<file path="config.mk">
export PLATFORM = sky130hd
export DESIGN_NAME = fetch_unit
export DESIGN_NICKNAME = d
export VERILOG_FILES = /design/src/rtl/fetch_unit.sv
export SDC_FILE = /design/constraint.sdc
export NUM_CORES = 1
export LEC_CHECK = 0
export CORE_UTILIZATION = 42
export DETAILED_ROUTE_END_ITERATION = 8
export PLACE_DENSITY = 0.85
export SKIP_LAST_GASP = 1
export SYNTH_ARGS = -nofsm -noshare
export SYNTH_HDL_FRONTEND = slang
export SYNTH_SLANG_ARGS = --single-unit
</file>
<file path="constraint.sdc">
create_clock -name clk -period 2.2 [get_ports clk]
set_input_delay 0.44 -clock clk [delete_from_list [all_inputs] [get_ports clk]]
set_output_delay 0.44 -clock clk [all_outputs]
set_load 0.005 [all_outputs]
</file>
<file path="src/rtl/fetch_unit.sv">
// fetch_unit: instruction fetch stage between program_rom and decode.
// Holds the PC, drives the ROM address combinationally from it, and registers
// the returned instruction with its PC for a valid/ready handoff to decode.
// Execute redirects override everything and drop any held instruction.
// Optional build macro: FETCH_PREDECODE_JMP_EN -- when defined, jmp (opcode
// 4'b1000) is resolved here on load and never delivered to decode.
module fetch_unit #(
  parameter int unsigned ADDR_W   = 4,
  parameter int unsigned INSTR_W  = 16,
  parameter int unsigned RESET_PC = 0
) (
  input  logic               clk,
  input  logic               rst_n,
  input  logic               fetch_en,
  output logic [ADDR_W-1:0]  address,
  input  logic [INSTR_W-1:0] instruction,
  output logic               out_valid,
  input  logic               out_ready,
  output logic [INSTR_W-1:0] out_instr,
  output logic [ADDR_W-1:0]  out_pc,
  input  logic               redirect_valid,
  input  logic [ADDR_W-1:0]  redirect_target
);

  logic [ADDR_W-1:0]  pc_q,        pc_d;
  logic               out_valid_q, out_valid_d;
  logic [INSTR_W-1:0] out_instr_q, out_instr_d;
  logic [ADDR_W-1:0]  out_pc_q,    out_pc_d;

  logic load;
  logic jmp_hit;
  logic [ADDR_W-1:0] jmp_target;

  // The output slot can take a new instruction when it is empty or draining.
  assign load = fetch_en && (!out_valid_q || out_ready);

`ifdef FETCH_PREDECODE_JMP_EN
  assign jmp_hit    = (instruction[INSTR_W-1 -: 4] == 4'b1000);
  assign jmp_target = instruction[INSTR_W-5 -: ADDR_W];
`else
  assign jmp_hit    = 1'b0;
  assign jmp_target = '0;
`endif

  // Next-state selection: redirect, then load (or predecoded jmp), then drain, else hold.
  always_comb begin
    pc_d        = pc_q;
    out_valid_d = out_valid_q;
    out_instr_d = out_instr_q;
    out_pc_d    = out_pc_q;
    if (redirect_valid) begin
      pc_d        = redirect_target;
      out_valid_d = 1'b0;
    end else if (load) begin
      if (jmp_hit) begin
        // jmp consumed at fetch: steer PC, leave a bubble, keep old payload.
        pc_d        = jmp_target;
        out_valid_d = 1'b0;
      end else begin
        out_instr_d = instruction;
        out_pc_d    = pc_q;
        out_valid_d = 1'b1;
        pc_d        = pc_q + 1'b1;
      end
    end else if (out_valid_q && out_ready && !fetch_en) begin
      out_valid_d = 1'b0;
    end
  end

  // State registers with asynchronous active-low reset.
  always_ff @(posedge clk or negedge rst_n) begin
    if (!rst_n) begin
      pc_q        <= ADDR_W'(RESET_PC);
      out_valid_q <= 1'b0;
      out_instr_q <= '0;
      out_pc_q    <= '0;
    end else begin
      pc_q        <= pc_d;
      out_valid_q <= out_valid_d;
      out_instr_q <= out_instr_d;
      out_pc_q    <= out_pc_d;
    end
  end

  assign address   = pc_q;
  assign out_valid = out_valid_q;
  assign out_instr = out_instr_q;
  assign out_pc    = out_pc_q;

endmodule

</file>
# Word level (Yosys, flattened, before mapping)
# Cells that the tools add are included.
# totals
ff_bits,25
input_bits,25
out_inout_bits,25
elab_cells,20
# op_classes
n_addsub,1
n_mux,5
bitwise,1
reduce_logical,9
# op_table
cell,n
$mux W4,2
$add A4 B1 Y4 const B,1
$logic_and A1 B1 Y1,3
$mux W1,3
$reduce_bool A3 Y1,1
$logic_not A1 Y1,2
$reduce_and A2 Y1,1
$reduce_bool A2 Y1,1
$logic_or A1 B1 Y1,1
$not A1 Y1,1

# Depth between registers and ports, before layout
# Gate-level depths: netlist of the first run.
# depth
word_depth,5
depth_mapped,4
ltp_nobuf,4

# Worst setup path before layout of the first run
# OpenSTA, ideal clock, no wires.
# synth_path
path_kind,input port to flip-flop
startpoint,input port fetch_en
endpoint,register out_instr_q[0] (netlist: out_instr[0])
setup_time_ps,125
t_arrival_ps,1152
t_required_ps,2075
slack_ps,923
path_stages,4
cell_sequence,inv_2 nor3_4 buf_6 mux2_2
# synth_via
elab_chain_cells,2
# synth_rtl
item,line,text
start: declaration,14,"input logic fetch_en,"
$logic_and A1 B1 Y1,35,assign load = fetch_en && (!out_valid_q || out_ready);
$reduce_and A2 Y1 (no line),n/a,
end signal: assignment,80,out_instr_q <= out_instr_d;
end: declaration,27,"logic [INSTR_W-1:0] out_instr_q, out_instr_d;"
# No other way between the ends.
# A chain may end at the register's enable or synchronous reset.

# Final worst setup path of the first run
# layout_path
startpoint,register pc_q[0] (netlist: address[0])
endpoint,output port address[0]
# layout_lines
item,line,text
start: declaration,25,"logic [ADDR_W-1:0] pc_q, pc_d;"
start signal: assignment,73,pc_q <= ADDR_W'(RESET_PC);
start signal: assignment,78,pc_q <= pc_d;
end: declaration,15,"output logic [ADDR_W-1:0] address,"
# No word-level cell between the ends.

==> results of run 1 <==
how the worst max path moves through the flow:
stage,from,end,slack (ns)
after floorplan,fetch_en,out_instr[0]$_DFFE_PN0P_,0.92
after global placement,fetch_en,out_instr[0]$_DFFE_PN0P_,0.30
after detailed placement,fetch_en,out_instr[12]$_DFFE_PN0P_,0.23
after CTS,address[0]$_DFFE_PN0P_,address[0],0.47
after global routing,address[0]$_DFFE_PN0P_,address[0],0.39
final,address[0]$_DFFE_PN0P_,address[0],0.48
kinds of logic (layout without fill, tap and decap cells):
group | Yosys count | after routing | synth area share
AOI/OAI and AO/OA | 8 | 8 | 0.0516
buffers and inverters | 5 | 58 | 0.0324
DFF | 25 | 25 | 0.600
muxes | 20 | 20 | 0.216
and+or+nand+nor | 15 | 15 | 0.0887
adders and majority gates | 1 | 1 | 0.0120
layout make-up:
type | instances | area (µm²) | area share
sequential | 25 | 626 | 0.391
timing repair buffer | 51 | 518 | 0.324
multi-input combinational | 44 | 384 | 0.240
tap | 28 | 35.0 | 0.0219
clock buffer | 4 | 26.3 | 0.0164
inverter | 3 | 11.3 | 0.00704
cell usage in the layout (no fill, tap or decap):
| cell type | n |
|---|---|
| a31oi_1 | 2 |
| mux2_1 | 2 |
| buf_4 | 1 |
| nand2b_1 | 1 |
| ha_1 | 1 |
| buf_12 | 1 |
| a21oi_1 | 1 |
| nor2_1 | 3 |
| mux2_2 | 18 |
| clkbuf_1 | 1 |
| clkdlybuf4s50_1 | 49 |
| o311ai_0 | 3 |
| inv_1 | 2 |
| nor2b_4 | 1 |
| nand2_1 | 3 |
| nand4_1 | 1 |
| o21ai_0 | 2 |
| inv_2 | 1 |
| or3_1 | 1 |
| nand3_1 | 3 |
| clkbuf_4 | 3 |
| or2_2 | 1 |
| dfrtp_1 | 25 |
| nor3_4 | 1 |
per-layer routing:
layer	global-route usage	routed length (µm)
met5	0	0
met4	0.0811	32
met3	0.0117	124
met2	0.329	1170
met1	0.222	920
cell usage after synthesis:
cell	instances	area share
a21oi_1	1	0.0048
a31oi_1	2	0.012
buf_6	2	0.022
dfrtp_1	25	0.60
ha_1	1	0.012
inv_1	2	0.0072
inv_2	1	0.0036
mux2_1	2	0.022
mux2_2	18	0.19
nand2_1	3	0.011
nand2b_1	1	0.0060
nand3_1	3	0.014
nand4_1	1	0.0060
nor2_1	3	0.011
nor2b_4	1	0.013
nor3_4	1	0.016
o21ai_0	2	0.0096
o311ai_0	3	0.025
or2_2	1	0.0060
or3_1	1	0.0060
per-stage QoR:
step / setup WS, ns / util / power, mW
floorplan: 0.923 / - / 0.692
global placement: 0.301 / 0.692 / 0.915
detailed placement: 0.232 / 0.692 / 0.929
CTS: 0.466 / 0.703 / 1.12
global route: 0.394 / 0.703 / 1.17
finish: 0.475 / 0.703 / 1.11
sequential cells by signal, indices dropped and copies added (netlist names):
| name | flops |
|---|---|
| address | 4 |
| out_pc | 4 |
| out_instr | 16 |
| out_valid | 1 |
power groups by stage:
stage | Clock, mW | Combinational [mW] | Sequential, mW
after floorplan | 0 | 0.0997 | 0.593
after global placement | 0 | 0.327 | 0.588
after detailed placement | 0 | 0.339 | 0.591
after CTS | 0.200 | 0.340 | 0.581
after global routing | 0.222 | 0.360 | 0.592
final | 0.193 | 0.334 | 0.581
==> impl_results.md, run 1 <==
* Status: complete, no violations
* Worst endpoint required time at 1.76 ns
* Max_slew headroom at 0.789
* Syn Inst Count at 74
* Routed wire per std cell at 14.5 µm
* Sw power at 0.267 mW
* PwrDens at 692 mW/mm²
* RePlAce Congestion at 0.816
* Buf/Inv on CP at 1
* Synthesis warning total at 0
* Die width at 51.8 µm
* Die area at 0.00269 mm²
* Max Cap Viol at 0
* Setup Skew at 0.00533 ns
* Antenna violations before repair at 0
* Clk Latency, worst-skew pair at 0.30 ns
* Max clock buf depth at 2
* Mapped Nets at 100
* Hold Buf Count CTS at 0
* Post-route cell area at 0.00160 mm²
* Critical path's slowest cell: clkdlybuf4s50_1
* Seq/Total Area, Yosys at 0.600
* Kind of critical path: reg2out
* Register share of total power at 0.524
* TritonCTS clock tree: done
* Core area at 0.00228 mm²
* Final number of setup-violating endpoints at 0
* Final std cells w/o fill at 155
* Gate power share at 0.302
* FF-to-FF setup slack at 0.83 ns
* CP peak stage delay at 0.53 ns
* #FFs+latches synth at 25
* Layout fillers at 167
* CP Depth at 1
* H-tree depth at 1
* Clock root cell: clkbuf_4
* Crit path DAT at 1.28 ns
* Worst-path clk slew at 0.13 ns
* Antenna diodes at 0
* CP endpoint kind: output pin
* Post-layout min period at 1.72 ns
* Port bufs at 49
* Final #Nets at 154
* First-pass GRT wire length at 3590 µm
* CP Max Fanout at 6
* Critical path cell sequence: clkdlybuf4s50_1
* Global Route Usage Sum at 0.183
* DR vias/cell at 5.05
* Sw Share at 0.241
* Setup Total Neg Slack at 0 ns
* Hold Path Class: in2async
* Total Wirelength at 2250 µm
* Max IR drop VDD at 0.501 mV
* Initial Util at 0.458
* Total gr overflow at 0
* Internal Power at 0.842 mW
* Hold Violations, Final at 0
* Post-CTS Setup Bufs at 0
* Via Count at 783
* Final ANT Viol Nets at 0
* Largest net degree at the start of global routing at 26
* Vias in the first global route at 825
* Resize count post-CTS at 0
* Worst reg2reg path startpoint: out_valid$_DFFE_PN0P_
* RSZ-0062 raised after global routing: false
* TritonCTS Buffers at 3
* Area grow syn2layout at 53.4%
* Initial DRT Pass Iterations at 4
* Placed instance area at 0.00157 mm²
* Clock share of power at 0.174
* Top Ports at 50
* CP Launch Type: flop
* Smallest hold slack at 0.498 ns
* CTS sink count at 25
* Slew at the pin closest to its max-slew limit at 0.313 ns
* Placed cell count at 151
* Synth unique cells at 20
* Num rows at 17
* Cells on worst reg2reg path at 4
* DR DRC count at 0
* Initial DRC count at 9
* LEAKAGE at 0.656 nW
* Mapped Area at 0.00104 mm²
* Tcrit/Tclk final at 0.784
* Max-slew violations at 0
* Layout cells sized above 1 at 0.213
* Fmax at 580 MHz
* HPWL after DPL at 1760 µm
* FF-to-FF End: out_instr[12]$_DFFE_PN0P_
* Syn Area/Cell at 14.1 µm²
* Cell family with most CP delay: buffers and inverters
* Die Y at 51.8 µm
(Power assumes the default switching activity.)
==> inputs of run 2 (changes only) <==
--- a/config.mk
+++ b/config.mk
@@ -5,9 +5,9 @@
 export SDC_FILE = /design/constraint.sdc
 export NUM_CORES = 1
 export LEC_CHECK = 0
-export CORE_UTILIZATION = 42
+export CORE_UTILIZATION = 36
 export DETAILED_ROUTE_END_ITERATION = 8
-export PLACE_DENSITY = 0.85
+export PLACE_DENSITY = 0.78
 export SKIP_LAST_GASP = 1
 export SYNTH_ARGS = -nofsm -noshare
 export SYNTH_HDL_FRONTEND = slang
==> constraint.sdc (replaced) <==
create_clock -name clk -period 1.39 [get_ports clk]
set_input_delay 0.278 -clock clk [delete_from_list [all_inputs] [get_ports clk]]
set_output_delay 0.278 -clock clk [all_outputs]
set_load 0.005 [all_outputs]
==> impl_results.md, run 2 (same netlist as run 1, synthesis figures left out) <==
* CTS sink count at 25 (unchanged)
* Clk Latency, worst-skew pair at 0.30 ns (about the same)
* Worst endpoint required time at 1.58 ns (-0.18 ns)
* Most frequent cells in the layout: 24 x dfrtp_1, 24 x clkdlybuf4s50_1, 24 x dlygate4sd2_1
* CP peak stage delay at 0.49 ns (-0.04 ns)
* Tcrit/Tclk final at 0.980
* DR vias/cell at 4.91 (-2.8%)
* Kind of critical path: in2reg
* Worst reg2reg path startpoint: out_valid$_DFFE_PN0P_
* Area grow syn2layout at 58.6%
* Hold Violations, Final at 0 (unchanged)
* RePlAce Congestion at 0.804 (-1.5%)
* Final ANT Viol Nets at 0 (unchanged)
* CP Max Fanout at 10 (+4)
* LEAKAGE at 0.756 nW (+15%)
* Post-layout min period at 1.36 ns
* Setup Total Neg Slack at 0 ns (unchanged)
* Port bufs at 49 (unchanged)
* CP endpoint kind: flop
* Clock root cell: clkbuf_4
* Max IR drop VDD at 0.746 mV (+49%)
* FF-to-FF End: out_instr[7]$_DFFE_PN0P_
* Place WS at -0.305 ns (-0.537 ns)
* Cells on worst reg2reg path at 4 (unchanged)
* Start point of the critical path: fetch_en
* TritonCTS clock tree: done
* Slew at the pin closest to its max-slew limit at 0.336 ns (+0.0231 ns)
* CP Launch Type: input pin
* Core area at 0.00276 mm² (+21%)
* Layout cells sized above 1 at 0.288 (+0.0752)
* Max Cap Viol at 0 (unchanged)
* Top Ports at 50 (unchanged)
* Vias in the first global route at 829 (+0.48%)
* PwrDens at 1030 mW/mm² (+49%)
* Initial DRT Pass Iterations at 4 (unchanged)
* Smallest hold slack at 0.322 ns (-0.177 ns)
* DR DRC count at 0 (unchanged)
* Final number of setup-violating endpoints at 0 (unchanged)
* Num rows at 19 (+2)
* Antenna violations before repair at 0 (unchanged)
* Antenna diodes at 0 (unchanged)
* Status: complete, no violations
* Largest net degree at the start of global routing at 26 (unchanged)
* Pwr Total at 1.71 mW (+54%)
* Die Y at 55.8 µm (+7.7%)
* Max clock buf depth at 2 (unchanged)
* Critical path's slowest cell: clkdlybuf4s50_1
* Routed wire per std cell at 13.4 µm (-8.0%)
* Layout fillers at 226 (+35%)
* TritonCTS Buffers at 3 (unchanged)
* Via Count at 835 (+6.6%)
* Initial Util at 0.378 (-0.0801)
* Die width at 55.8 µm (+7.7%)
* RSZ-0062 raised after global routing: true
* Total gr overflow at 0 (unchanged)
* FF-to-FF setup slack at 0.05 ns (-0.78 ns)
* Hold Path Class: in2async
* Crit path DAT at 1.56 ns (+0.28 ns)
* Max-slew violations at 0 (unchanged)
* Global Route Usage Sum at 0.155 (-0.0284)
* Fmax at 734 MHz
* Worst-path clk slew at 0.13 ns (about the same)
* Hold Buf Count CTS at 0 (unchanged)
* Initial DRC count at 12 (+3)
* Crit path to: out_instr[7]$_DFFE_PN0P_
* Total Wirelength at 2270 µm (+0.93%)
* Die area at 0.00312 mm² (+16%)
* Largest register FFs at 16 (unchanged)
* H-tree depth at 1 (unchanged)
* Max_slew headroom at 0.773 (-0.0156)
* Critical path cell sequence: clkdlybuf4s50_1 > inv_2 > nor3_4 > buf_4 > mux2_2
* HPWL after DPL at 1780 µm (+1.2%)
* First-pass GRT wire length at 3790 µm (+5.6%)
* Final #Nets at 166 (+7.8%)
* Setup Skew at 0.00775 ns (+0.00241 ns)
* Final worst slack at 0.0282 ns (-0.447 ns)
run 2: changes by cell type in the layout (fill, tap and decap cells not counted):
cell | before | now
dfrtp_1 | 25 | 24
dfrtp_2 | 0 | 1
dlymetal6s2s_1 | 0 | 1
clkdlybuf4s50_1 | 49 | 24
buf_12 | 1 | 0
dlygate4sd2_1 | 0 | 24
buf_4 | 1 | 14
run 2: worst min-delay path by stage:
stage                               start                       end  slack, ns  cells past startpoint
detailed placement  out_pc[1]$_DFFE_PN0P_     out_pc[1]$_DFFE_PN0P_       0.48                      1
global route                        rst_n  out_instr[2]$_DFFE_PN0P_       0.35                      2
floorplan                           rst_n    address[0]$_DFFE_PN0P_      -0.02                      0
CTS                                 rst_n  out_instr[0]$_DFFE_PN0P_       0.33                      2
global placement    out_pc[1]$_DFFE_PN0P_     out_pc[1]$_DFFE_PN0P_       0.47                      1
finish                              rst_n  out_instr[4]$_DFFE_PN0P_       0.32                      2
run 2: layer usage:
layer,wire (µm),part of all wire,GRT usage,vias to the layer above
li1,-,-,-,394
met1,922,0.41,0.196,404
met2,1180,0.52,0.269,33
met3,131,0.058,0.0256,4
met4,38,0.017,0.0523,0
met5,0,0,0,-
run 2: report_power, final:
group / internal (mW) / switching, mW / leakage, nW
registers: 0.848 / 0.0603 / 0.295
logic: 0.324 / 0.171 / 0.447
clock network: 0.112 / 0.192 / 0.0150
total: 1.28 / 0.424 / 0.756
run 2: layout make-up:
type	instances	area, µm²	share of cell area
Sequential cell	25	627	0.379
Clock buffer	4	26.3	0.0159
Tap cell	31	38.8	0.0234
Timing Repair Buffer	63	568	0.343
Multi-Input combinational cell	44	384	0.232
Inverter	3	11.3	0.00680
run 2: through the flow:
stage          cell area [µm²]  instances  utilization
3_5_place_dp              1620        161        0.587
6_report                  1660        170        0.600
3_3_place_gp              1620        161        0.587
4_1_cts                   1650        169        0.597
5_1_grt                   1660        170        0.600
2_1_floorplan             1040         74            -
run 2: critical path, delay by kind of cell:
kind / cells / cell delay, ns
buffers and inverters: 3 / 0.76
muxes: 1 / 0.35
and+or+nand+nor: 1 / 0.16
run 2: what timing repair did:
item / in CTS / in global routing
buffers inserted: 4 / 1
setup endpoints to repair: 25 / 20
gates resized for setup: 25 / 1
